File: config.mk
export PLATFORM = sky130hd
export DESIGN_NAME = jk_cmd_debounce
export DESIGN_NICKNAME = d
export VERILOG_FILES = /design/src/rtl/jk_cmd_debounce.sv
export SDC_FILE = /design/constraint.sdc
export NUM_CORES = 1
export LEC_CHECK = 0
export ABC_AREA = 1
export CAP_MARGIN = 10
export CORE_MARGIN = 8
export CORE_UTILIZATION = 45
export CTS_CLUSTER_DIAMETER = 150
export DETAILED_ROUTE_END_ITERATION = 10
export PLACE_DENSITY = 0.75
export SLEW_MARGIN = 10
export SYNTH_ARGS = -nofsm -noshare
export SYNTH_HDL_FRONTEND = slang
export SYNTH_SLANG_ARGS = --single-unit
File: constraint.sdc
create_clock -name clk -period 0.8 [get_ports clk]
set_clock_uncertainty 0.05 [all_clocks]
set_input_delay 0.16 -clock clk [delete_from_list [all_inputs] [get_ports clk]]
set_output_delay 0.16 -clock clk [all_outputs]
set_load 0.01 [all_outputs]
File: src/rtl/jk_cmd_debounce.sv
// Button front end for the negedge JK stage: two-flop sync, per-button debounce,
// press-edge detect, and a registered one-cycle {j,k} command encoder.

module jk_cmd_debounce_lane #(
   parameter int DB_CYCLES = 4,
   parameter int CNT_W     = 3
) (
   input  logic clk,
   input  logic reset,
   input  logic btn_i,
   output logic press_o
);
   localparam logic [CNT_W-1:0] CNT_MAX = CNT_W'(DB_CYCLES - 1);

   logic             s1_q, s2_q;
   logic             st_q, st_d;
   logic             st_dly_q;
   logic [CNT_W-1:0] cnt_q, cnt_d;

   // Any cycle where s2 agrees with the stable value restarts the count,
   // so only an unbroken run of DB_CYCLES disagreeing edges flips st.
   always_comb begin
      st_d  = st_q;
      cnt_d = cnt_q;
      if (s2_q == st_q) begin
         cnt_d = '0;
      end else if (cnt_q == CNT_MAX) begin
         st_d  = s2_q;
         cnt_d = '0;
      end else begin
         cnt_d = cnt_q + CNT_W'(1);
      end
   end

   always_ff @(posedge clk or posedge reset) begin
      if (reset) begin
         s1_q     <= 1'b0;
         s2_q     <= 1'b0;
         st_q     <= 1'b0;
         st_dly_q <= 1'b0;
         cnt_q    <= '0;
      end else begin
         s1_q     <= btn_i;
         s2_q     <= s1_q;
         st_q     <= st_d;
         st_dly_q <= st_q;
         cnt_q    <= cnt_d;
      end
   end

   assign press_o = st_q & ~st_dly_q;
endmodule

module jk_cmd_debounce #(
   parameter int DB_CYCLES = 4,
   parameter int CNT_W     = 3
) (
   input  logic clk,
   input  logic reset,
   input  logic set_btn,
   input  logic clr_btn,
   output logic j,
   output logic k,
   output logic cmd_valid
);
   localparam int NUM_BTN = 2;

   logic [NUM_BTN-1:0] btn;
   logic [NUM_BTN-1:0] press;
   logic               j_q, j_d;
   logic               k_q, k_d;
   logic               vld_q, vld_d;

   // Bit 1 drives J (set), bit 0 drives K (clear).
   assign btn = {set_btn, clr_btn};

   for (genvar g = 0; g < NUM_BTN; g++) begin : g_lane
      jk_cmd_debounce_lane #(
         .DB_CYCLES (DB_CYCLES),
         .CNT_W     (CNT_W)
      ) u_lane (
         .clk     (clk),
         .reset   (reset),
         .btn_i   (btn[g]),
         .press_o (press[g])
      );
   end

   always_comb begin
      j_d   = press[1];
      k_d   = press[0];
      vld_d = |press;
   end

   always_ff @(posedge clk or posedge reset) begin
      if (reset) begin
         j_q   <= 1'b0;
         k_q   <= 1'b0;
         vld_q <= 1'b0;
      end else begin
         j_q   <= j_d;
         k_q   <= k_d;
         vld_q <= vld_d;
      end
   end

   assign j         = j_q;
   assign k         = k_q;
   assign cmd_valid = vld_q;
endmodule

==> flow_results.org <==
** Power and ir drop
- VDD sags by at most 1.67 mV.
- Overall power :: 2.56 mW
- Static leakage power :: 0.406 nW
- For this design the ratio of total power to cell area is 3100 mW/mm^2.

** Timing
- Of the available clock period, the critical path in the final layout requires 1.24.
- The total count of max-transition violations in the final report was 0.
- Total negative slack for setup checks :: -1.43 ns
- Setup violation total in the final timing report :: 11
- Worst-case setup margin in the final layout :: -0.189 ns
- Final critical-path required period :: 0.989 ns
- Hold timing on the final database bottoms out at a slack of 0.126 ns.
- Measured slew at the worst slew-check pin :: 0.134 ns
- The final hold violation count was 0.
- Maximum frequency from static timing analysis :: 1010 MHz
- Setup repair after global routing missed its margin :: yes
- Worst-case headroom to the max-slew limit :: 0.911

** GRT
- After global routing the overflow that remains totals 0.
- The first global-routing pass estimated 1.85 mm of wire.
- Entering global routing, the biggest net connects 18 pins.
- In the global route stage, overall resource usage came out at 0.0899.
- The number of antenna violations at the first check in global routing is 0.
- The via count of the first global-routing pass came to 448.

** Yosys
- Cell Area, Synth :: 622 sq um
- Of the synthesized area, sequential elements account for 0.684.
- Share of the synthesized area in the top cell type :: 0.684
- Post-synthesis net count :: 67
- Syn Inst Count :: 61
- Cell variety after synth :: 9
- Largest area contributor in the netlist :: dfrtp_1
- After synthesis, the cell types taking the most area are dfrtp_1 (68%), nand2_1 (9.1%), inv_1 (6.6%), nor2_1 (4.2%), ha_1 (4.0%).
- During synthesis, Yosys emitted a total of 0 warnings.
- Number of synthesized register bits :: 17
- A synthesized cell averages 10.2 sq um.

** Clock network
- CTS Hold Buffers Added :: 0
- Maximum level of the CTS H-tree :: 1
- The clock net in this run drives a total of 17 sinks.
- TritonCTS built the clock tree.
- Clock slew seen by the registers of the worst setup and hold paths :: 0.09 ns
- Clk Latency, worst-skew pair :: 0.28 ns
- Number of buffers between clock root and the deepest sink :: 2
- Inserted Clock Buffers :: 3
- CTS Root Buffer Type :: clkbuf_4

** Drt
- The final route contains 407 vias.
- The final layout contains routed wiring with a total length of 925 um.
- After detailed routing, the average wire length per cell comes to 10.5 um.
- Drt first pass iters :: 2
- In the routed layout, each cell is associated on average with a via count of 4.63.
- Final routed DRC violation total :: 0
- Number of violations reported at the end of detailed-routing iteration 0 :: 2
- Detail Route Antenna Nets :: 0

** Worst setup path
- Worst Reg-to-Reg Cells :: 4
- Data on the critical path arrives at its endpoint at 0.78 ns.
- In this run the number of cells on the critical path is 1.
- Critical Path Slowest Stage Cell :: dfrtp_1
- Worst stage delay on the critical path :: 0.38 ns
- Worst Setup Path Type :: flop to output port
- At the worst endpoint, the required time is 0.59 ns.
- Largest fanout on the critical path :: 1
- Cell Chain, Critical Path :: buf_6
- STA classifies the critical path endpoint as an output port.
- Among cell families on the critical path, the largest total delay comes from flip-flops.
- Sort of element at the start of the critical path :: flop
- Together, buffers and inverters on the worst path number 1.

** Outcome
- The run finished, with violations left.
- Violated checks :: setup timing

** Placement
- Port buffering added 6 buffers.
- Half-perimeter wire length after detailed placement :: 701 um
- At the end of routability-driven placement, the weighted congestion stood at 0.717.

** Finish
- Commonest non-fill, non-tap cell in the layout :: dfrtp_1
- Area added between synthesis and finish :: 33.2%
- Summing all multi-input logic gate instances after layout gives 223 sq um.
- In the final layout, the share of cells above drive strength 1 is 0.452.
- In the final design database the tool counted 80 nets.
- The repair_antennas step left the layout with diodes totalling 0.
- Leaving out fill and tap cells, the most frequent cells in the layout are dfrtp_1 (16), nand2_2 (11), inv_1 (9).
- Fill count :: 120
- Once layout is complete, the utilization of the core stands at 0.637.
- Register area :: 427 sq um

** Floorplanning
- The floorplan step defined a core boundary enclosing 0.00130 sq mm.
- Die outline height :: 53.2 um
- 7 I/O pins were placed.
- The floorplan step defined a die boundary enclosing 0.00283 sq mm.
- The initial utilization of the core area, before any placement, comes to 0.478.
- Total number of placement rows :: 13
- From left edge to right edge, the die measures 53.2 um.

** Flow run
- Max-capacitance violation count :: 0

** Worst hold path
- Class of the tightest hold or removal check :: primary input to asynchronous set/reset pin
[stage by stage]
stage	cells	area [sq um]	worst slack, ns
CTS	87	782	-0.204
global placement	83	761	-0.235
global route	88	828	-0.253
finish	88	828	-0.189
floorplan	61	662	-0.0605
detailed placement	83	761	-0.250
[routing by layer]
layer	track usage	up-vias	routed length [um]
met5	0	-	0
met1	0.108	194	411
li1	-	202	-
met2	0.129	9	447
met3	0.0336	2	54
met4	0.0630	0	12
[final timing paths]
check | slack [ns] | endpoint | start
worst max-delay path | -0.19 | k | k
min in group clk | 0.26 | g_lane[0].u_lane.s1_q | clr_btn
worst max register to register | -0.15 | g_lane[0].u_lane.cnt_q[0] | g_lane[0].u_lane.cnt_q[0]
worst min-delay path | 0.13 | g_lane[1].u_lane.cnt_q[2] | reset
max in group asynchronous | 0.45 | g_lane[0].u_lane.st_q | reset
worst min register to register | 0.30 | g_lane[1].u_lane.s2_q | g_lane[1].u_lane.s1_q
[cell type report]
cell class / instances / share of cell area
sequential: 17 / 0.515
inverter: 13 / 0.0589
clock buffer: 4 / 0.0317
multi-input combinational: 31 / 0.269
tap: 15 / 0.0227
timing repair buffer: 8 / 0.103
[synth_stat cells]
cell      n
dfrtp_1  17
nand2_1  15
inv_1    11
nor2_1    7
nand2_2   4
ha_1      2
inv_2     2
nand3_1   2
o21ai_0   1
[registers in the layout, indices dropped and copies added, names as in the netlist]
register / count
cmd_valid: 1
g_lane.u_lane.cnt_q: 6
g_lane.u_lane.s1_q: 2
g_lane.u_lane.s2_q: 2
g_lane.u_lane.st_dly_q: 2
g_lane.u_lane.st_q: 2
j: 1
k: 1
[power by group]
part,switching [mW],internal (mW),total (mW)
clock network,0.241,0.193,0.434
logic,0.436,0.408,0.845
registers,0.173,1.11,1.29
total,0.850,1.71,2.56
[what timing repair did]
action	4_1_cts	5_1_grt
endpoints found under the setup margin	11	13
setup buffers	0	1
gates resized for setup	15	15
pin swaps	3	7
[logic make-up (layout without fill, tap and decap cells)]
logic type                 after synthesis  in the layout  synth area share
and+or+nand+nor                         28             28             0.189
AOI/OAI and AO/OA                        1              1           0.00804
adders and majority gates                2              2            0.0402
buffers and inverters                   13             25            0.0785
DFF                                     17             17             0.684
No activity file was read; power rests on OpenSTA's default activity.
